$ cat src/rtl/gate_reduce_pipe_pkg.sv
// Mode encoding and decode helpers shared by the pipelined gate reduction unit.
package gate_reduce_pkg;

  localparam int MODE_W = 3;

  localparam logic [MODE_W-1:0] MODE_AND  = 3'b000;
  localparam logic [MODE_W-1:0] MODE_OR   = 3'b001;
  localparam logic [MODE_W-1:0] MODE_XOR  = 3'b010;
  localparam logic [MODE_W-1:0] MODE_NAND = 3'b011;
  localparam logic [MODE_W-1:0] MODE_NOR  = 3'b100;
  localparam logic [MODE_W-1:0] MODE_XNOR = 3'b101;

  typedef enum logic [1:0] {
    FN_AND = 2'd0,
    FN_OR  = 2'd1,
    FN_XOR = 2'd2
  } base_fn_e;

  typedef struct packed {
    base_fn_e fn;
    logic     inv;
    logic     illegal;
  } mode_dec_t;

  function automatic logic mode_illegal(input logic [MODE_W-1:0] mode);
    return (mode > MODE_XNOR);
  endfunction

  // Complement modes share the tree with their base function; inversion is a final-stage flag.
  function automatic mode_dec_t decode_mode(input logic [MODE_W-1:0] mode);
    mode_dec_t d;
    d.fn      = FN_AND;
    d.inv     = 1'b0;
    d.illegal = mode_illegal(mode);
    case (mode)
      MODE_OR:   d.fn = FN_OR;
      MODE_XOR:  d.fn = FN_XOR;
      MODE_NAND: d.inv = 1'b1;
      MODE_NOR:  begin d.fn = FN_OR;  d.inv = 1'b1; end
      MODE_XNOR: begin d.fn = FN_XOR; d.inv = 1'b1; end
      default:   d.fn = FN_AND;
    endcase
    return d;
  endfunction

  function automatic int clog2(input int value);
    int r;
    int v;
    r = 0;
    v = value - 1;
    while (v > 0) begin
      r++;
      v = v >> 1;
    end
    return r;
  endfunction

endpackage

$ cat src/rtl/gate_reduce_pipe_stage.sv
// One registered level of the reduction tree: combines lane pairs (2j, 2j+1) and
// carries valid/mode alongside; the final level also applies inversion and illegal masking.
module reduce_stage
  import gate_reduce_pkg::*;
#(
  parameter int LANES_IN = 2,
  parameter int WIDTH    = 4,
  parameter bit FINAL    = 1'b0
) (
  input  logic                            clk,
  input  logic                            rst_n,
  input  logic                            adv_i,
  input  logic                            valid_i,
  input  logic [MODE_W-1:0]               mode_i,
  input  logic [LANES_IN*WIDTH-1:0]       data_i,
  output logic                            valid_o,
  output logic [MODE_W-1:0]               mode_o,
  output logic [(LANES_IN/2)*WIDTH-1:0]   data_o
);

  localparam int LANES_OUT = LANES_IN / 2;

  mode_dec_t                    dec;
  logic [WIDTH-1:0]             lane_a;
  logic [WIDTH-1:0]             lane_b;
  logic [WIDTH-1:0]             lane_r;
  logic [LANES_OUT*WIDTH-1:0]   data_d;

  logic                         valid_q;
  logic [MODE_W-1:0]            mode_q;
  logic [LANES_OUT*WIDTH-1:0]   data_q;

  always_comb begin
    dec    = decode_mode(mode_i);
    data_d = '0;
    lane_a = '0;
    lane_b = '0;
    lane_r = '0;
    for (int j = 0; j < LANES_OUT; j++) begin
      lane_a = data_i[(2*j)*WIDTH +: WIDTH];
      lane_b = data_i[(2*j+1)*WIDTH +: WIDTH];
      case (dec.fn)
        FN_OR:   lane_r = lane_a | lane_b;
        FN_XOR:  lane_r = lane_a ^ lane_b;
        default: lane_r = lane_a & lane_b;
      endcase
      if (FINAL) begin
        if (dec.illegal) begin
          lane_r = '0;
        end else if (dec.inv) begin
          lane_r = ~lane_r;
        end
      end
      data_d[j*WIDTH +: WIDTH] = lane_r;
    end
  end

  always_ff @(posedge clk or negedge rst_n) begin
    if (!rst_n) begin
      valid_q <= 1'b0;
      mode_q  <= '0;
      data_q  <= '0;
    end else if (adv_i) begin
      valid_q <= valid_i;
      mode_q  <= mode_i;
      data_q  <= data_d;
    end
  end

  assign valid_o = valid_q;
  assign mode_o  = mode_q;
  assign data_o  = data_q;

endmodule

$ cat src/rtl/gate_reduce_pipe.sv
// Pipelined N-input bitwise reduction with run-time mode select and a ready/valid
// handshake; one global advance enable freezes every level while the output is stalled.
module gate_reduce_pipe
  import gate_reduce_pkg::*;
#(
  parameter int N_IN  = 8,
  parameter int WIDTH = 4
) (
  input  logic                    clk,
  input  logic                    rst_n,
  input  logic                    in_valid,
  output logic                    in_ready,
  input  logic [N_IN*WIDTH-1:0]   in_data,
  input  logic [MODE_W-1:0]       in_mode,
  output logic                    out_valid,
  input  logic                    out_ready,
  output logic [WIDTH-1:0]        out_data,
  output logic                    out_err
);

  localparam int LEVELS = clog2(N_IN);

  logic adv;

  assign adv      = !out_valid || out_ready;
  assign in_ready = adv;

  for (genvar k = 0; k < LEVELS; k++) begin : g_stage
    localparam int LIN = N_IN >> k;

    logic                        valid_in;
    logic [MODE_W-1:0]           mode_in;
    logic [LIN*WIDTH-1:0]        data_in;
    logic                        valid_s;
    logic [MODE_W-1:0]           mode_s;
    logic [(LIN/2)*WIDTH-1:0]    data_s;

    // Bubbles enter as valid = 0 whenever the pipe advances without an input.
    if (k == 0) begin : g_head
      assign valid_in = in_valid;
      assign mode_in  = in_mode;
      assign data_in  = in_data;
    end else begin : g_link
      assign valid_in = g_stage[k-1].valid_s;
      assign mode_in  = g_stage[k-1].mode_s;
      assign data_in  = g_stage[k-1].data_s;
    end

    reduce_stage #(
      .LANES_IN (LIN),
      .WIDTH    (WIDTH),
      .FINAL    (k == LEVELS - 1)
    ) u_stage (
      .clk     (clk),
      .rst_n   (rst_n),
      .adv_i   (adv),
      .valid_i (valid_in),
      .mode_i  (mode_in),
      .data_i  (data_in),
      .valid_o (valid_s),
      .mode_o  (mode_s),
      .data_o  (data_s)
    );
  end

  assign out_valid = g_stage[LEVELS-1].valid_s;
  assign out_data  = g_stage[LEVELS-1].data_s;
  assign out_err   = mode_illegal(g_stage[LEVELS-1].mode_s);

endmodule

$ cat config.mk
export PLATFORM = sky130hd
export DESIGN_NAME = gate_reduce_pipe
export DESIGN_NICKNAME = d
export VERILOG_FILES = /design/src/rtl/gate_reduce_pipe_pkg.sv /design/src/rtl/gate_reduce_pipe_stage.sv /design/src/rtl/gate_reduce_pipe.sv
export SDC_FILE = /design/constraint.sdc
export NUM_CORES = 1
export LEC_CHECK = 0
export CORE_MARGIN = 3
export CORE_UTILIZATION = 25
export CTS_CLUSTER_DIAMETER = 60
export DETAILED_ROUTE_END_ITERATION = 7
export DONT_BUFFER_PORTS = 1
export PLACE_DENSITY_LB_ADDON = 0.08
export RECOVER_POWER = 25
export SYNTH_ARGS = -nofsm -noshare
export SYNTH_HDL_FRONTEND = slang
export SYNTH_HIERARCHICAL = 1
export SYNTH_SLANG_ARGS = --single-unit
$ cat constraint.sdc
create_clock -name clk -period 1.8 [get_ports clk]
set_input_delay 0.18 -clock clk [delete_from_list [all_inputs] [get_ports clk]]
set_output_delay 0.18 -clock clk [all_outputs]
set_load 0.03 [all_outputs]
==> summary.md, run 1 <==
The run finished, with violations left. The final reports fail on negative setup slack. For the number of rows created at floorplan, the log shows 42. The root buffer cell chosen for the clock tree is sky130_fd_sc_hd__clkbuf_16.

The routed design could run at a clock period as short as 1929 ps. The sort of element at the start of the critical path was a flip-flop. The multi-input combinational cells in the finished layout cover a total of 2004 um^2.

Across the run, the number of max-cap violations was 0. The worst path uses 107.2% of the clock period. The run gives 46 as the number of top-level design ports.

After routing the design area is 3906 um^2. Using the TritonRoute via totals, the vias-per-cell ratio works out to 4.167. The count of nets left with antenna violations once routing finished came out at 0. In this run, the clock network consumes 15.5% of the power. Number of nets in the finished design: 474. The run gives 6.977 mm as the routed wire length. The tools report the pin count of the biggest net entering global routing as 58. The number of clock buffers added by TritonCTS is 5.

Of all nets on the critical path, the largest fanout is 5. After legalization and detailed placement, the total HPWL measured 5.191 mm. The final-report max-slew violation count came out at 0. The logs give 518.5 MHz for the highest clock rate and 2140 ps for the critical path data arrival time. CTS built an H-tree with a depth of 2. STA classifies the critical path endpoint as a flip-flop. The category of cells accounting for the largest share of critical-path delay was compound AO/OA/AOI/OAI gates. The smallest hold slack came out at 43.05 ps. TritonCTS built the clock tree. The cell with the biggest individual delay on the critical path was sky130_fd_sc_hd__dfrtp_2. The run gives 39 as the clock sink count. Together, buffers and inverters on the worst path number 0. When the netlist entered floorplanning its net count stood at 468. The final weighted congestion of routability-driven global placement is 0.6822. Summing every instance area after synthesis gives 3455 um^2.

The sequential cells in the finished layout cover a total of 979.7 um^2. For the part of the power in combinational logic, the log shows 56.4%. Compared with the post-synthesis result, the final layout area differs by 13.08%. Setup repair after global routing could not meet its margin everywhere.

The core region area is 13400 um^2. The library cell used most frequently in the layout, excluding fill and tap cells, is sky130_fd_sc_hd__inv_1. In this run the tightest slew margin relative to its limit is 28.41%. The logs give 25.78% for the starting utilization of the core area and 3.369 mW for the design internal power. Total setup violations reported at the end of the flow: 4. The post-route clock skew came out at 5.446 ps. For this run, design rule violations remaining after detail routing come to 0. Walking the worst path, the cells encountered are nor3b_2, a21o_1, ha_4, and2b_2, a31oi_4, mux2_4, o221ai_2. The maximum vdd ir drop was 0.3926 mV. Power spread over the standard cell area amounts to 1486 nW/um^2. Summed over all nets, the switching power comes to 2.435 mW. Clock latency on the worst-skew pair, taken at its later pin, is 290 ps.

The synthesized area per cell was 9.413 um^2; the length of the first detailed-routing pass in iterations was 4. The actual transition at the worst max-transition pin was 1074 ps; the final number of hold-violating endpoints was 0. The count of buffers inserted at the top-level ports was 0. The worst-case setup margin in the final layout is -128.7 ps, and the fraction of layout cells with a size suffix above 1 is 19.52%.

The switching part of the total was 41.95%; the overall die area was 15260 um^2. The number of warnings reported in the yosys synthesis log was 6. Counting the fill cells in the layout gives 1427. The setup path with the least slack is of type flip-flop to flip-flop. The cell count after synthesis came out at 367. For this block, the initial DRC count from the detailed router was 33. In this run the cell area measured after placement is 3662 um^2. For this run the aggregate overflow at the end of global routing stands at 0.

Sequential cells burn 28.1% of the power. Global routing consumed, over all layers together, 10.07% of the routing resources. Summing over every cut layer, the via total after detailed routing is 2292.

Summed over all cells, the static leakage comes to 1.958 nW. In this run the deepest clock path goes through 2 buffers. The number of antenna violations at the first check in global routing was 0. Data on the critical path is required at its endpoint by 2010 ps.

The top cell types in the final layout, fill and taps aside, are sky130_fd_sc_hd__inv_1, sky130_fd_sc_hd__ha_1, sky130_fd_sc_hd__dfrtp_1. On the worst path, the slowest cell contributes a delay of 430 ps. Mean routed wirelength per cell: 12.69 um. The first global-routing pass estimated 12.10 mm of wire.

Clock-pin slew was measured on the worst setup and hold paths at 60 ps. The tools report the count of antenna diodes in the layout as 0. The floorplan step set the die width to 123.6 um. The number of global-route vias before repair is 2431. The type of the most critical hold path was input port to flip-flop. The die is 123.6 um tall.
==> timing repair <==
| item | 4_1_cts | 5_1_grt |
|---|---|---|
| hold buffers | 2 | 0 |
| buffers inserted | 0 | 2 |
| gates resized for setup | 9 | 5 |
| endpoints found under the hold margin | 39 | 0 |
| pin swaps | 1 | 0 |
| endpoints found under the setup margin | 4 | 7 |
==> final timing paths <==
path	start	to	slack, ps	depth (start not counted)
hold / removal	in_valid	g_stage[0].u_stage/valid_o	40	1
max in group asynchronous	rst_n	g_stage[1].u_stage/mode_o[1]	410	2
min in group asynchronous	rst_n	g_stage[2].u_stage/data_o[3]	670	2
setup / recovery	g_stage[1].u_stage/mode_o[1]	g_stage[2].u_stage/data_o[0]	-130	7
hold reg to reg	g_stage[2].u_stage/mode_o[1]	g_stage[2].u_stage/mode_o[1]	510	1
setup reg to reg	g_stage[1].u_stage/mode_o[1]	g_stage[2].u_stage/data_o[0]	-130	7
==> registers in the layout, indices dropped and copies added (netlist names) <==
signal	cells
g_stage.u_stage/data_o	28
g_stage.u_stage/mode_o	8
g_stage.u_stage/valid_o	3
==> layout make-up <==
cell class	instances	area share [%]
timing repair buffer	16	3.395
multi-input combinational	198	51.31
tap	176	5.637
inverter	113	10.86
sequential	39	25.08
clock buffer	5	3.203
clock inverter	3	0.5125
==> per-stage QoR <==
step | power [mW] | setup TNS (ps) | setup slack [ps] | utilization [%] | cells
CTS | 5.882 | -503.0 | -132.4 | 29.09 | 548
finish | 5.804 | -447.8 | -128.7 | 29.15 | 550
floorplan | 4.125 | -263.6 | -67.55 | - | 367
global placement | 4.695 | -475.2 | -127.1 | 27.33 | 538
global route | 6.390 | -745.2 | -196.0 | 29.15 | 550
detailed placement | 4.726 | -621.3 | -170.8 | 27.33 | 538
==> per-layer routing <==
| metal | vias to the layer above | track usage (%) | part of all wire, % | wire length [um] |
|---|---|---|---|---|
| met3 | 5 | 2.333 | 3.7 | 257 |
| met4 | 0 | 3.114 | 1.4 | 100 |
| met5 | - | 0 | 0 | 0 |
| li1 | 1216 | - | - | - |
| met2 | 33 | 16.51 | 45 | 3149 |
| met1 | 1038 | 13.13 | 50 | 3470 |
==> power groups by stage <==
| stage | sequential [mW] | combinational, mW | clock, mW |
|---|---|---|---|
| detailed placement | 1.65 | 3.08 | 0 |
| global placement | 1.63 | 3.06 | 0 |
| global route | 1.70 | 3.71 | 0.984 |
| CTS | 1.65 | 3.29 | 0.942 |
| floorplan | 1.57 | 2.56 | 0 |
| finish | 1.63 | 3.28 | 0.897 |
Note: power is estimated with default switching activity, not from simulation.
==> run 2: changes to the inputs <==
- ABC_AREA: default -> 1
==> run 2 against run 1 <==
Effect of this change:
- the flow now finishes without violations
- core utilization fell by 0.26 points
- global-route usage fell by 0.095 points
- sequential share of layout area rose by 0.19 points
- register-to-register slack improved by 250 ps
- area after synthesis rose by 0.25%
- setup slack improved by 250 ps
==> summary.md, run 2 <==
The flow ran to the end, and the final reports show no timing, DRC or antenna violations. The fraction of layout cells with a size suffix above 1 works out to 9.216% (-10 points). The logs give 503 (+37%) for the cell count after synthesis and 0 (-4) for the total setup violations reported at the end of the flow. The run gives 0.7156 (+4.9%) as the final weighted congestion of routability-driven global placement. The run gives 0 ps (+447.8 ps) as the setup total negative slack. STA classifies the critical path endpoint as a flip-flop. The clock buffer count from CTS was 5 (unchanged). The worst hold path belongs to the class input port to flip-flop. Worst setup slack after placement: 107.3 ps (+278.1 ps). Total of max-cap violations: 0 (unchanged).

Fraction of the cycle the final worst path needs: 93.40% (-14 points). CTS placed an instance of sky130_fd_sc_hd__clkbuf_16 at the clock tree root. Width of the chip: 123.7 um (+0.12%). Setup repair after global routing could not meet its margin everywhere. The number of antenna violations at the first check in global routing came out at 0 (unchanged).

The run gives 594.8 MHz (+15%) as the highest clock rate. STA classifies the critical path startpoint as a flip-flop. The via count of the routed design was 2649 (+16%); the critical path data arrival time was 1850 ps (-290 ps).

The insertion delay of the later-clocked pin in the worst-skew pair is 290 ps (about the same), and the number of DRC violations after detailed-routing iteration 0 is 117 (+250%). The logs give 6.797 ps (+1.351 ps) for the post-route clock skew and 25.85% (+0.065 points) for the starting utilization of the core area. The post-route minimum period was 1681 ps (-247.5 ps); the design internal power was 2.886 mW (-14%).

Compared with the post-synthesis result, the final layout area differs by 11.78%. The core region area is 13400 um^2 (unchanged). The detailed-placement wirelength estimate was 5.214 mm (+0.45%); the mean routed wirelength per cell was 10.12 um (-20%). The final-report max-slew violation count is 0 (unchanged), and the post-placement cell count is 672 (+25%). The net switching power is 2.329 mW (-4.3%), and the clock network power share is 16.8% (+1.3 points). The number of warnings reported in the yosys synthesis log was 6 (unchanged).

The synthesized area per cell is 6.885 um^2 (-27%), and the number of rows created at floorplan is 42 (unchanged). In the layout the commonest cells are sky130_fd_sc_hd__nand2_1, sky130_fd_sc_hd__inv_1, sky130_fd_sc_hd__ha_1. The maximum vdd ir drop is 0.3693 mV (-6.0%). The part of the power in combinational logic came out at 52.1% (-4.3 points). For the total leakage power, the log shows 2.209 nW (+13%).

Number of global-route vias before repair: 2701 (+11%). The total global routing track utilization came out at 9.972% (-0.095 points). Filler cell count in the final layout: 1494 (+4.7%). The worst-case setup margin in the final layout came out at 118.7 ps (+247.5 ps).

Proportion of power drawn by flip-flops and latches: 31.1% (+3.0 points). The clock-pin slew reported for the worst setup and hold paths after clock tree synthesis is 60 ps (about the same). The via-per-instance ratio came out at 3.862 (-7.3%). The logs give 2 (unchanged) for the count of H-tree levels built during CTS and 2 (unchanged) for the maximum buffer depth of the clock tree. The biggest fanout along the worst timing path is 8 (+3), and the remaining max-slew budget at the tightest pin is 33.15% (+4.7 points). The post-route non-filler standard cell count is 686 (+25%), and the smallest hold slack is 14.48 ps (-28.58 ps).

For the number of nets with antenna violations after routing, the log shows 0 (unchanged). The number of flip-flops in the largest register is 28 (unchanged), and the clock sink count is 39 (unchanged). The power density relative to cell area is 1347 nW/um^2 (-9.3%), and the number of top-level design ports is 46 (unchanged). The tools report the DRC violation count after routing as 0 (unchanged).

The net count after synthesis was 604 (+29%); the actual transition at the worst max-transition pin was 1003 ps (-71.07 ps). The chip height was 123.7 um (+0.12%). The pin count of the biggest net entering global routing was 40 (-31%); the count of buffers inserted at the top-level ports was 0 (unchanged). The final core utilization came out at 28.89% (-0.26 points). For the final number of hold-violating endpoints, the log shows 0 (unchanged). TritonCTS built the clock tree. The most common cell after layout, fill and taps aside is sky130_fd_sc_hd__nand2_1. The routed wire length came out at 6.945 mm (-0.46%). The switching part of the total is 44.65% (+2.7 points), and the sum of overflow across all layers after global routing is 0 (unchanged). For the number of nets in the finished design, the log shows 610 (+29%).

The overall die area came out at 15300 um^2 (+0.24%). The tools report the first-pass GRT wire length as 12.45 mm (+2.9%). Type of the worst setup path: flip-flop to flip-flop. The required time reported for the critical path endpoint is 1970 ps (-40 ps), and the count of antenna diodes in the layout is 0 (unchanged).

Summed instance area of the synthesized netlist: 3463 um^2 (+0.25%). The run gives 6 (+2) as the length of the first detailed-routing pass in iterations.
[run 2: critical path: stages, from the launching register on]
cell	delay, ps
sky130_fd_sc_hd__dfrtp_2	450
sky130_fd_sc_hd__nand2_4	100
sky130_fd_sc_hd__nor2_1	50
sky130_fd_sc_hd__a21oi_2	120
sky130_fd_sc_hd__inv_1	60
sky130_fd_sc_hd__ha_1	280
sky130_fd_sc_hd__inv_2	60
sky130_fd_sc_hd__or2_4	230
sky130_fd_sc_hd__nand2_2	60
sky130_fd_sc_hd__nand2_1	40
sky130_fd_sc_hd__nand3_1	60
sky130_fd_sc_hd__nand2_1	50
[run 2: power by group through the flow]
| stage | combinational, mW | clock, mW | sequential [mW] |
|---|---|---|---|
| floorplan | 2.07 | 0 | 1.58 |
| global placement | 2.58 | 0 | 1.62 |
| detailed placement | 2.58 | 0 | 1.64 |
| CTS | 2.63 | 0.921 | 1.62 |
| global route | 3.24 | 0.953 | 1.68 |
| finish | 2.72 | 0.877 | 1.62 |
[run 2: cell type report]
cell class,count,area (um^2),share of cell area [%]
Clock buffer,5,125.1,3.232
Timing Repair Buffer,15,137.6,3.555
Tap cell,176,220.2,5.688
Clock inverter,3,20.02,0.5171
Inverter,128,483.0,12.48
Sequential cell,39,978.4,25.27
Multi-Input combinational cell,320,1907,49.26
[run 2: final timing paths]
check	from	endpoint	slack, ps	depth (start not counted)
setup / recovery	g_stage[1].u_stage/mode_o[2]	g_stage[2].u_stage/data_o[3]	120	11
hold / removal	in_valid	g_stage[0].u_stage/valid_o	10	2
setup reg to reg	g_stage[1].u_stage/mode_o[2]	g_stage[2].u_stage/data_o[3]	120	11
hold reg to reg	g_stage[1].u_stage/valid_o	g_stage[1].u_stage/valid_o	470	2
max in group asynchronous	rst_n	g_stage[1].u_stage/mode_o[2]	510	2
min in group asynchronous	rst_n	g_stage[2].u_stage/data_o[0]	610	2
[run 2: what timing repair did]
item | 4_1_cts | 5_1_grt
gates resized for setup | 0 | 8
setup buffers | 0 | 4
endpoints found under the hold margin | 39 | 0
endpoints found under the setup margin | 0 | 5
hold buffers | 2 | 0
[run 2: stage by stage]
step	power, mW	area, um^2
after floorplan	3.643	3463
after global placement	4.197	3647
after detailed placement	4.220	3647
after CTS	5.175	3830
after global routing	5.872	3871
final	5.215	3871
[run 2: routing by layer]
metal	GRT usage, %	up-vias	wire length [um]	share of wire (%)
met5	0	-	0	0
met4	3.114	0	95	1.4
met3	2.180	5	318	4.6
met2	15.61	43	2964	43
met1	13.68	1109	3566	51
li1	-	1492	-	-
